<file path="config.mk">
export PLATFORM = sky130hd
export DESIGN_NAME = result_encoder
export DESIGN_NICKNAME = d
export VERILOG_FILES = /design/src/rtl/result_encoder.sv
export SDC_FILE = /design/constraint.sdc
export NUM_CORES = 1
export LEC_CHECK = 0
export CORE_AREA = 2 2 166 250
export DETAILED_ROUTE_END_ITERATION = 10
export DIE_AREA = 0 0 168 252
export GPL_TIMING_DRIVEN = 0
export PLACE_DENSITY = 0.62
export SLEW_MARGIN = 20
export SYNTH_ARGS = -nofsm -noshare
export SYNTH_HDL_FRONTEND = slang
export SYNTH_SLANG_ARGS = --single-unit
</file>
<file path="constraint.sdc">
create_clock -name clk -period 3.45 [get_ports clk]
set_clock_uncertainty 0.15 [all_clocks]
set_input_delay 0.69 -clock clk [delete_from_list [all_inputs] [get_ports clk]]
set_output_delay 0.69 -clock clk [all_outputs]
set_load 0.005 [all_outputs]
</file>
<file path="src/rtl/result_encoder.sv">
// rtl/result_encoder.sv - re-assembles skewed per-column array results into row-aligned BRAM words
module result_encoder #(
    parameter int REG_WIDTH   = 16,
    parameter int MATRIX_SIZE = 4,
    parameter int BRAM_DEPTH  = MATRIX_SIZE * REG_WIDTH,
    parameter int ADDR_WIDTH  = 8
) (
    input  logic                   clk,
    input  logic                   reset,
    input  logic                   start,
    input  logic [ADDR_WIDTH-1:0]  base_addr,
    input  logic [MATRIX_SIZE-1:0] col_valid,
    input  logic [BRAM_DEPTH-1:0]  col_data,
    output logic                   bram_we,
    output logic [ADDR_WIDTH-1:0]  bram_addr,
    output logic [BRAM_DEPTH-1:0]  bram_wdata,
    output logic                   busy,
    output logic                   done,
    output logic                   overflow
);

    // CW holds 0..MATRIX_SIZE so a lane counter can sit at "full"; IW indexes a row
    localparam int CW = $clog2(MATRIX_SIZE + 1);
    localparam int IW = (MATRIX_SIZE > 1) ? $clog2(MATRIX_SIZE) : 1;
    localparam logic [CW-1:0] ROWS_C = CW'(MATRIX_SIZE);
    localparam logic [CW-1:0] LAST_C = CW'(MATRIX_SIZE - 1);

    typedef enum logic [1:0] {
        IDLE    = 2'd0,
        COLLECT = 2'd1,
        DONE_ST = 2'd2
    } state_t;

    state_t state;
    state_t state_next;

    logic [REG_WIDTH-1:0]   row_buf  [MATRIX_SIZE][MATRIX_SIZE];
    logic [MATRIX_SIZE-1:0] row_mask [MATRIX_SIZE];
    logic [CW-1:0]          lane_row [MATRIX_SIZE];
    logic [CW-1:0]          wr_row;
    logic [IW-1:0]          wr_idx;
    logic [ADDR_WIDTH-1:0]  base_q;
    logic                   wr_fire;
    logic [BRAM_DEPTH-1:0]  wr_word;

    assign wr_idx = wr_row[IW-1:0];

    // State register
    always_ff @(posedge clk or negedge reset) begin
        if (!reset) begin
            state <= IDLE;
        end else begin
            state <= state_next;
        end
    end

    // Next-state: start always (re)enters COLLECT; the write of the last row ends it
    always_comb begin
        state_next = state;
        case (state)
            IDLE: begin
                if (start) state_next = COLLECT;
            end
            COLLECT: begin
                if (start) begin
                    state_next = COLLECT;
                end else if (wr_fire && (wr_row == LAST_C)) begin
                    state_next = DONE_ST;
                end
            end
            DONE_ST: begin
                state_next = start ? COLLECT : IDLE;
            end
            default: state_next = IDLE;
        endcase
    end

    // Outputs and write decision: the oldest unwritten row drains once every lane has filled it
    always_comb begin
        busy    = (state == COLLECT);
        wr_fire = 1'b0;
        wr_word = '0;
        if ((state == COLLECT) && !start && (wr_row < ROWS_C)) begin
            wr_fire = &row_mask[wr_idx];
        end
        for (int j = 0; j < MATRIX_SIZE; j++) begin
            wr_word[j*REG_WIDTH +: REG_WIDTH] = row_buf[wr_idx][j];
        end
    end

    // Datapath: lane capture, row masks, write port registers and status flags
    always_ff @(posedge clk or negedge reset) begin
        if (!reset) begin
            bram_we    <= 1'b0;
            bram_addr  <= '0;
            bram_wdata <= '0;
            done       <= 1'b0;
            overflow   <= 1'b0;
            base_q     <= '0;
            wr_row     <= '0;
            for (int r = 0; r < MATRIX_SIZE; r++) begin
                row_mask[r] <= '0;
                lane_row[r] <= '0;
                for (int j = 0; j < MATRIX_SIZE; j++) begin
                    row_buf[r][j] <= '0;
                end
            end
        end else begin
            bram_we <= 1'b0;
            done    <= (state == DONE_ST);
            if (start) begin
                // New matrix (or abort of the current one): samples this cycle are discarded
                base_q   <= base_addr;
                wr_row   <= '0;
                overflow <= 1'b0;
                for (int r = 0; r < MATRIX_SIZE; r++) begin
                    row_mask[r] <= '0;
                    lane_row[r] <= '0;
                end
            end else if (state == COLLECT) begin
                for (int j = 0; j < MATRIX_SIZE; j++) begin
                    if (col_valid[j]) begin
                        if (lane_row[j] < ROWS_C) begin
                            row_buf[lane_row[j][IW-1:0]][j]  <= col_data[j*REG_WIDTH +: REG_WIDTH];
                            row_mask[lane_row[j][IW-1:0]][j] <= 1'b1;
                            lane_row[j]                      <= lane_row[j] + CW'(1);
                        end else begin
                            overflow <= 1'b1;
                        end
                    end
                end
                if (wr_fire) begin
                    bram_we    <= 1'b1;
                    bram_addr  <= base_q + ADDR_WIDTH'(wr_row);
                    bram_wdata <= wr_word;
                    wr_row     <= wr_row + CW'(1);
                end
            end
        end
    end

endmodule

</file>
==> results.toml <==
[yosys]
ys_warn_count = 0
synthCells = 986
syn_area_sq_mm = 0.0159
seq_area_frac_synth_pct = 58.4
ys_seq_elements = 372
synth_cell_types = 39
avgSynthCellArea_sq_um = 16.2
synth_nets = 1087

[worst_hold_path]
whs_path_depth = 1
hold_path.class = "reg -> reg"
holdPathEnd = "done$_DFF_PN0_"
min_from = "state[0]$_DFFE_PN0P_"

[worst_setup_path]
r2r.worst_path.cells = 4
worst-path-buf-inv = 2
path_cells = "buf_1, clkbuf_1, mux4_2, mux2_1"
worst-setup-path-type = "reg -> reg"
timing.rr.end = "bram_wdata[61]$_DFFE_PN0P_"
required_ps = 3720
cp_slowest_cell = "buf_1"
cp_slowest_stage_delay_ps = 690
startpoint_type = "register"
crit_path_end_kind = "register"
r2r_start = "wr_row[1]$_DFFE_PN0P_"
path_max_fanout = 10
rrSetupSlack_ps = 580
path_delay_family = "buffers and inverters"
cp.arrival_ps = 3140

[drt]
drc_errors = 0
vias = 8868
wire_per_inst_microns = 20.0
drt_iter0_drc = 440
wl_microns = 34400
vias_per_cell = 5.16
drtAntennaViolNets = 0
first_pass_iters = 4

[global_routing]
grt_start_max_net_pins = 100
grt_antenna_before_repair = 1
grt_pass1_vias = 9828
track_usage_pct = 16.9
gr-total-overflow = 0
grt_pass1_wl_microns = 55700

[placed_design]
port_buffers = 154
dpl.hpwl_microns = 23400
placed_area_sq_mm = 0.0182
gp_congestion = 0.724
dp.cells = 1650
dp_slack_ps = 138

[clocking]
clk_latency_ps = 540
cts_root_buf = "clkbuf_16"
clock_path_buffers = 3
numCtsBuffers = 39
cts_resized = 0
clk_pin_slew_worst_paths_ps = 60
post_cts_buffers = 0
cts_sinks = 372
hold_buffers = 1
cts_tree = "built"
htreeDepth = 2

[floorplanning]
coreArea_sq_mm = 0.0400
num_rows = 90
die_w_microns = 168
start_util_pct = 39.9
die_area_sq_mm = 0.0423
fp.dieH_microns = 252
ios = 155

[pwr]
p_per_area_mw_per_mm2 = 630
p_leak_nw = 8.64
irDropWorstVdd_v = 0.000445

[job]
cap_violations = 0

[sta]
finalSetupViolCount = 0
period_share_pct = 83.2
max_freq_mhz = 349
hold_viol_final = 0
period_needed_ps = 2870
worst_pin_slew_ps = 1010
grt_setup_unrepaired = "no"
setup_slack_ps = 581
slew_headroom_pct = 32.6
final-max-slew-violation-count = 0
fin_hold_ws_ps = 334

[layout]
layout.cells.non_filler = 1719
stdcell_area_sq_mm = 0.0195
final_common_cell = "dfrtp_1"
drive_gt1_share_pct = 41.5
final_nets = 1287
area_delta_synth_final_pct = 22.6
final_cell_mix = "dfrtp_1 (372), mux2_2 (324), clkdlybuf4s50_1 (153)"
utilization_pct = 48.9

[status]
status = "complete, no violations"
==> through the flow <==
| stage | setup TNS (ps) | power (mW) |
|---|---|---|
| 6_report | 0 | 12.3 |
| 5_1_grt | 0 | 13.0 |
| 4_1_cts | 0 | 12.5 |
| 3_5_place_dp | 0 | 8.20 |
| 3_3_place_gp | -5492750 | 8.09 |
| 2_1_floorplan | 0 | 7.29 |
==> layout make-up <==
| cell class | count | area (sq um) |
|---|---|---|
| Buffer | 45 | 369 |
| Timing Repair Buffer | 159 | 1670 |
| Tap cell | 506 | 633 |
| Clock inverter | 9 | 100 |
| Inverter | 28 | 105 |
| Multi-Input combinational cell | 541 | 6150 |
| Fill cell | 3402 | 20400 |
| Sequential cell | 372 | 9310 |
| Clock buffer | 58 | 1200 |
| Antenna cell | 1 | 2.50 |
==> worst max-delay path by stage <==
stage          slack, ps             startpoint                    endpoint  cells after the start
2_1_floorplan       1010                  start    bram_addr[0]$_DFFE_PN0P_                      8
3_3_place_gp      -14830                  reset  bram_wdata[26]$_DFFE_PN0P_                      1
3_5_place_dp         140                  start  bram_wdata[52]$_DFFE_PN0P_                      9
4_1_cts              500  wr_row[1]$_DFFE_PN0P_  bram_wdata[61]$_DFFE_PN0P_                      4
5_1_grt              430  wr_row[1]$_DFFE_PN0P_  bram_wdata[36]$_DFFE_PN0P_                      4
6_report             580  wr_row[1]$_DFFE_PN0P_  bram_wdata[61]$_DFFE_PN0P_                      4
==> routing by layer <==
metal,up-vias,wire length [microns],track usage (%)
li1,3981,-,-
met4,0,821,5.29
met2,169,17800,29.7
met1,4669,14400,21.4
met3,49,1440,3.00
met5,-,0,0
==> synth_stat cells <==
library cell  number  area, sq um
and3_1             1         6.26
mux4_2            64         1440
xor2_1             1         8.76
mux2_1             7         78.8
nand2_1            9         33.8
xnor2_1            9         78.8
or3_1              1         6.26
mux2_2           324         3650
fa_1               1         20.0
nor2_1            27          101
inv_1             28          105
and4b_1            1         10.0
o41ai_1            1         8.76
buf_4              6         45.0
a31oi_1            1         6.26
buf_8              4         60.1
dfrtp_1          372         9310
a21oi_1           15         75.1
nand3_1            4         20.0
nand4_1            1         6.26
o21ai_1            1         5.00
mux2i_1            5         50.1
clkbuf_1          14         52.6
nand2_2           16          100
a22oi_1            2         15.0
o21a_2             1         8.76
o21ai_0           19         95.1
nand2b_1           1         6.26
buf_6             17          191
a211oi_1           1         7.51
ha_1              21          263
o22ai_1            1         6.26
nor4_1             1         6.26
o21a_1             1         7.51
or3b_4             1         11.3
nor2b_1            2         12.5
buf_1              1         3.75
buf_2              3         15.0
and2_1             1         6.26
==> registers in the layout (all words and copies together) (netlist names) <==
name / cells
state: 2
wr_row: 3
bram_addr: 8
base_q: 8
bram_wdata: 64
row_buf: 256
row_mask: 16
lane_row: 12
overflow: 1
bram_we: 1
done: 1
==> report_power, final <==
| part | internal [mW] | leakage [nW] | switching (mW) |
|---|---|---|---|
| Clock | 2.55 | 0.640 | 1.69 |
| Sequential | 5.45 | 4.76 | 0.520 |
| Combinational | 1.46 | 3.23 | 0.648 |
| Total | 9.45 | 8.64 | 2.86 |
==> logic make-up (layout without fill, tap and decap cells) <==
family                   count (synthesis)  after routing  share of synthesized area [%]
multiplexers                           400            400                           32.8
flip-flops                             372            372                           58.4
buffers and inverters                   73            299                           2.97
AND/OR/NAND/NOR                         66             66                           2.05
AO/OA/AOI/OAI                           43             43                           1.48
adder cells (fa/ha/maj)                 22             22                           1.77
XOR/XNOR                                10             10                          0.550
other                                    0              1                              0
No activity file was read; power rests on OpenSTA's default activity.
